### src/rtl/fp64_add_scheduler_pkg.sv
// Shared constants and FSM encoding for the FP64 adder scheduler.
package fp64_add_scheduler_pkg;

  localparam int FP64_W = 64;
  localparam logic [FP64_W-1:0] FP64_QNAN = 64'h7FF8_0000_0000_0000;

  typedef enum logic [1:0] {
    ST_IDLE  = 2'd0,
    ST_ISSUE = 2'd1,
    ST_WAIT  = 2'd2,
    ST_RESP  = 2'd3
  } state_t;

  function automatic int next_idx(input int idx, input int n);
    return (idx + 1 >= n) ? 0 : idx + 1;
  endfunction

endpackage

### src/rtl/fp64_add_scheduler_arbiter.sv
// Combinational round-robin arbiter: first requester at or above ptr, with wrap.
module rr_arbiter #(
  parameter int NUM_REQ = 4,
  localparam int IDX_W = $clog2(NUM_REQ)
) (
  input  logic [NUM_REQ-1:0] req,
  input  logic [IDX_W-1:0]   ptr,
  output logic [NUM_REQ-1:0] grant,
  output logic [IDX_W-1:0]   idx
);

  always_comb begin
    int   j;
    logic found;
    grant = '0;
    idx   = '0;
    found = 1'b0;
    j     = 0;
    for (int i = 0; i < NUM_REQ; i++) begin
      j = int'(ptr) + i;
      if (j >= NUM_REQ) j = j - NUM_REQ;
      if (!found && req[j]) begin
        found    = 1'b1;
        grant[j] = 1'b1;
        idx      = IDX_W'(j);
      end
    end
  end

endmodule

### src/rtl/fp64_add_scheduler.sv
// Shares one multi-cycle FP64 adder among NUM_REQ requesters, one operation in flight,
// with a watchdog that substitutes qNaN and flags a sticky error when the core hangs.
module fp64_add_scheduler
  import fp64_add_scheduler_pkg::*;
#(
  parameter int NUM_REQ        = 4,
  parameter int TIMEOUT_CYCLES = 1023
) (
  input  logic                      clk,
  input  logic                      reset,
  input  logic [NUM_REQ-1:0]        req_valid,
  input  logic [NUM_REQ*FP64_W-1:0] req_a,
  input  logic [NUM_REQ*FP64_W-1:0] req_b,
  output logic [NUM_REQ-1:0]        req_ready,
  output logic [NUM_REQ-1:0]        rsp_valid,
  output logic [FP64_W-1:0]         rsp_data,
  input  logic [NUM_REQ-1:0]        rsp_ready,
  output logic                      core_start,
  output logic [FP64_W-1:0]         core_a,
  output logic [FP64_W-1:0]         core_b,
  input  logic                      core_done,
  input  logic [FP64_W-1:0]         core_result,
  output logic                      busy,
  output logic                      timeout_err,
  input  logic                      err_clear
);

  localparam int IDX_W = $clog2(NUM_REQ);
  localparam int CNT_W = $clog2(TIMEOUT_CYCLES + 1);
  localparam logic [CNT_W-1:0] CNT_LAST = CNT_W'(TIMEOUT_CYCLES - 1);

  state_t             state;
  logic [IDX_W-1:0]   ptr;
  logic [IDX_W-1:0]   owner;
  logic [IDX_W-1:0]   gnt_idx;
  logic [NUM_REQ-1:0] gnt;
  logic [CNT_W-1:0]   wd_cnt;
  logic               handshake;
  logic               wd_fire;

  rr_arbiter #(.NUM_REQ(NUM_REQ)) u_arb (
    .req   (req_valid),
    .ptr   (ptr),
    .grant (gnt),
    .idx   (gnt_idx)
  );

  // Grants are suppressed while reset is held so every output reads 0.
  assign req_ready = (state == ST_IDLE && reset) ? gnt : '0;
  assign handshake = (state == ST_IDLE) && (|gnt);
  assign wd_fire   = (state == ST_WAIT) && !core_done && (wd_cnt == CNT_LAST);
  assign busy      = (state != ST_IDLE);

  always_ff @(posedge clk or negedge reset) begin
    if (!reset) begin
      state       <= ST_IDLE;
      ptr         <= '0;
      owner       <= '0;
      wd_cnt      <= '0;
      core_start  <= 1'b0;
      core_a      <= '0;
      core_b      <= '0;
      rsp_valid   <= '0;
      rsp_data    <= '0;
      timeout_err <= 1'b0;
    end else begin
      // A watchdog abort outranks a simultaneous clear request.
      if (wd_fire)        timeout_err <= 1'b1;
      else if (err_clear) timeout_err <= 1'b0;

      case (state)
        ST_IDLE: begin
          if (handshake) begin
            core_a     <= req_a[int'(gnt_idx)*FP64_W +: FP64_W];
            core_b     <= req_b[int'(gnt_idx)*FP64_W +: FP64_W];
            owner      <= gnt_idx;
            ptr        <= IDX_W'(next_idx(int'(gnt_idx), NUM_REQ));
            core_start <= 1'b1;
            state      <= ST_ISSUE;
          end
        end
        ST_ISSUE: begin
          core_start <= 1'b0;
          wd_cnt     <= '0;
          state      <= ST_WAIT;
        end
        ST_WAIT: begin
          if (core_done) begin
            rsp_data  <= core_result;
            rsp_valid <= NUM_REQ'(1) << owner;
            state     <= ST_RESP;
          end else if (wd_cnt == CNT_LAST) begin
            rsp_data  <= FP64_QNAN;
            rsp_valid <= NUM_REQ'(1) << owner;
            state     <= ST_RESP;
          end else begin
            wd_cnt <= wd_cnt + 1'b1;
          end
        end
        ST_RESP: begin
          if (rsp_ready[owner]) begin
            rsp_valid <= '0;
            state     <= ST_IDLE;
          end
        end
        default: state <= ST_IDLE;
      endcase
    end
  end

endmodule

### config.mk
export PLATFORM = sky130hd
export DESIGN_NAME = fp64_add_scheduler
export DESIGN_NICKNAME = d
export VERILOG_FILES = /design/src/rtl/fp64_add_scheduler_pkg.sv /design/src/rtl/fp64_add_scheduler_arbiter.sv /design/src/rtl/fp64_add_scheduler.sv
export SDC_FILE = /design/constraint.sdc
export NUM_CORES = 1
export LEC_CHECK = 0
export BUFFER_PORTS_ARGS = -buffer_cell sky130_fd_sc_hd__buf_2
export CORE_AREA = 2 2 305 307
export CTS_BUF_LIST = sky130_fd_sc_hd__clkbuf_4
export CTS_CLUSTER_SIZE = 25
export DETAILED_ROUTE_END_ITERATION = 8
export DIE_AREA = 0 0 307 309
export PLACE_DENSITY = 0.42
export SLEW_MARGIN = 20
export SYNTH_ARGS = -nofsm -noshare
export SYNTH_HDL_FRONTEND = slang
export SYNTH_SLANG_ARGS = --single-unit
### constraint.sdc
create_clock -name clk -period 5.5 [get_ports clk]
set_clock_uncertainty 0.2 [all_clocks]
set_input_delay 0.825 -clock clk [delete_from_list [all_inputs] [get_ports clk]]
set_output_delay 0.825 -clock clk [all_outputs]
set_load 0.05 [all_outputs]
==> reports/metrics.yaml, run 1 <==
die:
  design.portCount: 791
  floorplan.core_area_sq_um: 91390
  dieArea_sq_um: 94860
  start_util_pct: 14.57
  chipHeight_um: 309
  std_cell_rows: 111
  die_width_um: 307
worst_setup_path:
  r2r_setup_slack_ns: 1.20
  cp-endpoint: "req_ready[3]"
  cp_max_fo: 14
  rr_endpoint: "core_a[4]"
  cp_top_family: "flip-flops"
  worst-path-stages: 7
  critical-path-slowest-cell: "dfrtp_1"
  critical_path_launch_point: "ptr[1]"
  rr_worst_depth: 9
  rr_startpoint: "ptr[1]"
  arrival_ns: 3.70
  cp_num_buf_inv: 2
  critPathCaptureType: "output pin"
  critPathLaunchType: "register"
  crit_path_max_incr_delay_ns: 0.60
  cell_chain_of_the_critical_path: "inv_1 -> ha_1 -> mux4_2 -> nor3b_1 -> o22ai_1 -> a21oi_1 -> buf_2"
  crit_type: "reg -> out"
  crit_required_ns: 4.47
synthesis:
  synth-warning-count: 0
  yosys_register_bits: 214
  yosys_most_used_dff: "dfrtp_1"
  synth_sequential_area_ratio_pct: 40.21
  postSynthAreaPerCell_sq_um: 12.59
  synthCells: 1058
  synthArstFlopShare_pct: 100.0
  synth-edff-count: 0
  synth.lib_cells_used.distinct: 50
  synthesis.nets: 1660
  post_synth_instance_area_sq_um: 13320
finish:
  most_common_cell_after_layout_fill_and_taps_aside: "buf_2"
  layout.filler_cells: 10030
  mostFrequentLayoutCells: "789 x buf_2, 391 x mux2i_1, 214 x dfrtp_1, 95 x clkbuf_4, 88 x mux2_4"
  design.final.nets: 2543
  final_instance_area_sq_um: 20230
  layout-drive-gt1-share_pct: 54.16
  flow.area_growth_from_synthesis_pct: 51.89
  final_cell_count_no_fill: 3187
placement:
  dpl-instance-area_sq_um: 18660
  dp.final_hpwl_mm: 48.16
  routabilityCongestion: 0.8583
  place_inst: 2987
  port_buffers: 790
status:
  outcome: "finished clean"
power_and_ir_drop:
  total_leakage_power_nw: 10.74
  p_per_area_nw_per_um2: 707.4
  max-vdd-ir-drop_uv: 319.1
sta:
  finalWorstPathRequiredPeriod_ns: 4.720
  timing_worst_slew_pin_value_ns: 1.066
  rsz0062_at_grt: "false"
  finalMaxSlewViolations: 0
  final.period_utilization_pct: 85.82
  max_freq_ghz: 0.2118
  slew-limit-headroom_pct: 28.65
  setup_viol: 0
  hold_viol: 0
  setup_tns_final_ns: 0
cts:
  cts-root-to-sink-buffers: 3
  postCtsSetupBuffers: 0
  clock_tree_from_tritoncts: "done"
  cts-buffers-inserted: 72
  insertion_delay_ns: 0.81
  clock_transition_time_at_the_flip_flop_clock_pins_of_the_worst_setup_and_hold_paths_ns: 0.07
  cts.htree.levels: 3
  cts.sink_count: 214
  cts_root_buf: "clkbuf_4"
global_routing:
  grt_max_degree: 134
  globalRoute.totalOverflow: 0
  grt_usage_pct: 11.95
  grt_pass1_wl_mm: 84.01
  first_global_vias: 13320
  antenna_violations_before_repair: 29
detailed_routing:
  num_vias: 12220
  wl_per_cell_um: 18.77
  drtPass1Iterations: 4
  detail_route.wirelength_mm: 59.82
  drtIter0Drc: 397
  vias_per_cell: 3.833
  final_antenna_net_count: 0
  post-route-drc-count: 0
worst_hold_path:
  hp-class: "in -> reg"
flow_run:
  max_cap_violations: 0
worst min-delay path by stage:
stage / cells past startpoint / start / to / slack, ns
after floorplan: 2 / wd_cnt[4] / wd_cnt[4] / 0.30
after detailed placement: 2 / rsp_data[59] / rsp_data[59] / 0.27
after CTS: 3 / core_result[55] / rsp_data[55] / 0.0003
final: 3 / core_result[55] / rsp_data[55] / 0.13
after global routing: 3 / core_result[55] / rsp_data[55] / 0.03
after global placement: 2 / rsp_data[53] / rsp_data[53] / 0.26
flip-flops by register name (all words and copies together), names as in the netlist, named ones only:
signal,count
core_a,64
core_b,64
rsp_data,64
wd_cnt,10
rsp_valid,4
owner,2
state,2
core_start,1
ptr,1
timeout_err,1
cell usage after synthesis (all sizes together) (2+ instances only):
master | number | area [sq um]
mux2i | 392 | 3924
dfrtp | 214 | 5355
mux2 | 135 | 1851
a22o | 52 | 455.4
buf | 47 | 390.4
clkbuf | 34 | 127.6
nand2 | 24 | 90.09
nor2 | 21 | 78.83
nor2b | 17 | 106.4
o21ai | 17 | 85.08
ha | 14 | 175.2
inv | 11 | 41.29
nand2b | 8 | 50.05
xor2 | 8 | 70.07
a21oi | 6 | 30.03
nand4 | 6 | 37.54
o22ai | 6 | 37.54
nand3 | 5 | 25.02
mux4 | 4 | 90.09
and3 | 3 | 18.77
nor3 | 3 | 15.01
nor3b | 3 | 22.52
a221o | 2 | 20.02
a31o | 2 | 17.52
a41o | 2 | 20.02
o22a | 2 | 17.52
xnor2 | 2 | 17.52
through the flow:
stage / hold slack, ns / setup slack [ns] / utilization (%) / power, mW
floorplan: 0.2966 / 1.514 / - / 10.33
global placement: 0.2632 / 1.363 / 20.41 / 12.62
detailed placement: 0.2706 / 1.262 / 20.41 / 12.73
CTS: 0.0002606 / 0.6696 / 22.07 / 14.61
global route: 0.02700 / 0.4205 / 22.12 / 15.19
finish: 0.1258 / 0.7796 / 22.13 / 14.31
layout make-up:
| class | count | area, sq um | share of cell area (%) |
|---|---|---|---|
| inverters | 11 | 41.29 | 0.2041 |
| repair buffers | 890 | 5002 | 24.73 |
| clock buffers | 95 | 713.2 | 3.526 |
| diodes | 16 | 40.04 | 0.1979 |
| multi-input cells | 752 | 7443 | 36.80 |
| well taps | 1186 | 1484 | 7.336 |
| flip-flops and latches | 214 | 5355 | 26.48 |
| clock inverters | 23 | 147.6 | 0.7299 |
worst reg2reg max path: cells and delay by family (launching register included):
kind | cells | cell delay, ns
AO/OA/AOI/OAI | 2 | 0.80
adder cells (fa/ha/maj) | 1 | 0.56
buffers and inverters | 2 | 0.57
flip-flops | 1 | 0.60
multiplexers | 3 | 0.93
AND/OR/NAND/NOR | 1 | 0.49
per-layer routing:
| layer | wire length (um) | share of wire (%) | global-route usage [%] | vias up |
|---|---|---|---|---|
| met4 | 2305 | 3.9 | 5.139 | 12 |
| met2 | 31100 | 52 | 22.07 | 605 |
| met1 | 21390 | 36 | 12.14 | 5726 |
| met3 | 4947 | 8.3 | 4.186 | 135 |
| met5 | 76 | 0.13 | 0 | - |
| li1 | - | - | - | 5739 |
power breakdown:
| part | internal [mW] | switching, mW |
|---|---|---|
| logic | 3.82 | 5.95 |
| clock network | 0.855 | 0.846 |
| registers | 2.38 | 0.462 |
| total | 7.05 | 7.26 |
timing repair:
action / CTS / global route
endpoints found under the hold margin: 100 / 0
hold buffers: 65 / 0
gates resized for setup: 0 / 0
logic make-up (layout without fill, tap and decap cells):
group           after synthesis  after routing  synth area share, %
compound gates              100            100                5.826
xor+xnor                     10             10               0.6578
fa+ha+maj                    14             14                1.315
buf+inv                      92           1019                4.200
flops                       214            214                40.21
mux                         531            531                44.04
other cells                   0             16                    0
simple gates                 97             97                3.749
Note: power is estimated with default switching activity, not from simulation.
==> run 2: changes to the inputs <==
--- a/config.mk
+++ b/config.mk
@@ -5,13 +5,13 @@
 export SDC_FILE = /design/constraint.sdc
 export NUM_CORES = 1
 export LEC_CHECK = 0
-export BUFFER_PORTS_ARGS = -buffer_cell sky130_fd_sc_hd__buf_2
 export CORE_AREA = 2 2 305 307
 export CTS_BUF_LIST = sky130_fd_sc_hd__clkbuf_4
 export CTS_CLUSTER_SIZE = 25
 export DETAILED_ROUTE_END_ITERATION = 8
 export DIE_AREA = 0 0 307 309
-export PLACE_DENSITY = 0.42
+export DONT_BUFFER_PORTS = 1
+export PLACE_DENSITY = 0.35
 export SLEW_MARGIN = 20
 export SYNTH_ARGS = -nofsm -noshare
 export SYNTH_HDL_FRONTEND = slang
==> run 2 against run 1 <==
Net effect: the flow now finishes with violations (negative hold slack); hold slack lost 0.61 ns; critical path depth grew 4; setup slack lost 0.46 ns; global-route usage shrank 1.4 points; non-clock buffer count shrank 626; wire length shrank 12%; maximum frequency shrank 9.0%; count of clock-buffer cells in the layout grew 6; design area shrank 11%; power shrank 3.7%; sequential power grew 100%; combinational power shrank 35%; largest power group unchanged.
==> reports/metrics.yaml, run 2 (synthesized netlist as in run 1, its figures left out) <==
global_routing:
  grt_pass1_wl_mm: 72.84
  grt_usage_pct: 10.54
  antenna_violations_before_repair: 23
  grt_max_degree: 216
  globalRoute.totalOverflow: 0
  first_global_vias: 10800
cts:
  clock_transition_time_at_the_flip_flop_clock_pins_of_the_worst_setup_and_hold_paths_ns: 0.06
  holdBufCountCts: 242
  insertion_delay_ns: 0.84
  cts.sink_count: 214
  clock_tree_from_tritoncts: "done"
  cts-buffers-inserted: 71
  cts.htree.levels: 3
  cts-root-to-sink-buffers: 3
  cts_root_buf: "clkbuf_4"
detailed_routing:
  detail_route.wirelength_mm: 52.88
  final_antenna_net_count: 0
  drtPass1Iterations: 4
  vias_per_cell: 3.887
  wl_per_cell_um: 20.59
  post-route-drc-count: 0
  drtIter0Drc: 326
  num_vias: 9983
finish:
  registers_with_the_most_flip_flops: "core_a: 64 flops, core_b: 64 flops, rsp_data: 64 flops"
  most_common_cell_after_layout_fill_and_taps_aside: "mux2i_1"
  mostFrequentLayoutCells: "391 x mux2i_1, 242 x dlygate4sd3_1, 213 x dfrtp_1, 101 x clkbuf_4, 88 x mux2_4"
  flow.area_growth_from_synthesis_pct: 34.50
  postLayoutCoreUtil_pct: 19.60
  layout-drive-gt1-share_pct: 20.56
  layout.filler_cells: 9956
  design.final.nets: 1916
worst_setup_path:
  critPathLaunchType: "register"
  critical-path-slowest-cell: "dfrtp_1"
  rr_worst_depth: 11
  cp_num_buf_inv: 4
  critPathCaptureType: "register"
  crit_path_max_incr_delay_ns: 0.61
  cp_max_fo: 98
  cell_chain_of_the_critical_path: "inv_1 -> ha_1 -> or3b_2 -> o221ai_1 -> o22a_4 -> buf_16 -> mux2i_1 -> dlygate4sd3_1 -> mux2i_1 -> dlygate4sd3_1 -> mux2_2"
  critical_path_launch_point: "ptr[1]"
  cp_top_family: "buffers and inverters"
  crit_required_ns: 5.98
  rr_startpoint: "ptr[1]"
  crit_type: "reg -> reg"
  rr_endpoint: "core_a[24]"
  r2r_setup_slack_ns: 0.32
  arrival_ns: 5.67
sta:
  hold_viol: 214
  max_freq_ghz: 0.1929
  final.period_utilization_pct: 94.27
  setup_tns_final_ns: 0
  setup_viol: 0
  finalMaxSlewViolations: 0
  finalWorstPathRequiredPeriod_ns: 5.185
  rsz0062_at_grt: "false"
  hold-worst-slack_ns: -0.4817
  timing_worst_slew_pin_value_ns: 1.046
  slew-limit-headroom_pct: 30.29
placement:
  routabilityCongestion: 0.7987
  dp.final_hpwl_mm: 39.53
  port_buffers: 0
power_and_ir_drop:
  p_per_area_nw_per_um2: 769.3
  total_leakage_power_nw: 8.267
  max-vdd-ir-drop_uv: 484.7
status:
  outcome: "finished with violations"
  failed_checks: "negative hold slack"
flow_run:
  max_cap_violations: 0
die:
  dieArea_sq_um: 94860
  floorplan.core_area_sq_um: 91390
  start_util_pct: 14.57
  die_width_um: 307
  design.portCount: 791
  std_cell_rows: 111
  chipHeight_um: 309
worst_hold_path:
  hp-class: "in -> async"
-- run 2: changes by cell type in the layout (fill, tap and decap cells not counted), moves of 5 or more --
cell	change
clkbuf_4	+6
dlygate4sd3_1	+177
buf_12	-5
buf_2	-789
buf_4	-9
-- run 2: worst max-delay path by stage --
stage	end	slack, ns	depth (start not counted)
floorplan	req_ready[3]	1.51	8
global route	core_a[26]	0.03	11
detailed placement	core_a[29]	0.91	9
global placement	core_a[29]	0.97	9
finish	core_a[24]	0.32	11
CTS	core_a[57]	0.07	11
-- run 2: worst register-to-register path, delay by kind of cell (launching register included) --
kind	cells	cell delay (ns)
buffers and inverters	4	1.84
multiplexers	3	0.75
AO/OA/AOI/OAI	2	0.62
flip-flops	1	0.61
adder cells (fa/ha/maj)	1	0.58
AND/OR/NAND/NOR	1	0.48
-- run 2: power breakdown --
part	switching, mW	internal [mW]	leakage (nW)
registers	3.40	2.32	2.58
logic	2.74	3.63	5.17
clock network	0.848	0.849	0.514
total	6.98	6.80	8.27
-- run 2: metrics by stage --
step | instance area, sq um | power, mW | worst slack, ns | instances
2_1_floorplan | 13320 | 10.33 | 1.514 | 1058
3_3_place_gp | 14560 | 11.49 | 0.9749 | 2185
3_5_place_dp | 14560 | 11.58 | 0.9074 | 2185
4_1_cts | 17850 | 14.03 | 0.06663 | 2548
5_1_grt | 17910 | 14.63 | 0.03004 | 2566
6_report | 17910 | 13.78 | 0.3151 | 2568
-- run 2: final cells by class --
cell class / instances / area (sq um) / area share (%)
antenna: 20 / 50.05 / 0.2794
multi-input combinational: 752 / 7443 / 41.56
timing repair buffer: 264 / 2670 / 14.91
clock buffer: 101 / 758.2 / 4.233
inverter: 11 / 41.29 / 0.2305
tap: 1186 / 1484 / 8.285
clock inverter: 20 / 107.6 / 0.6008
sequential: 214 / 5356 / 29.91
-- run 2: layer usage --
layer / wire length, um / part of all wire (%) / GRT usage (%)
met4: 2598 / 4.9 / 6.795
met1: 17460 / 33 / 9.917
met3: 4452 / 8.4 / 3.611
met2: 28310 / 54 / 19.46
met5: 64 / 0.12 / 0
-- run 2: what timing repair did --
item	CTS	global route
endpoints found under the setup margin	0	40
resized for setup	0	2
endpoints found under the hold margin	342	214
setup buffers	0	0
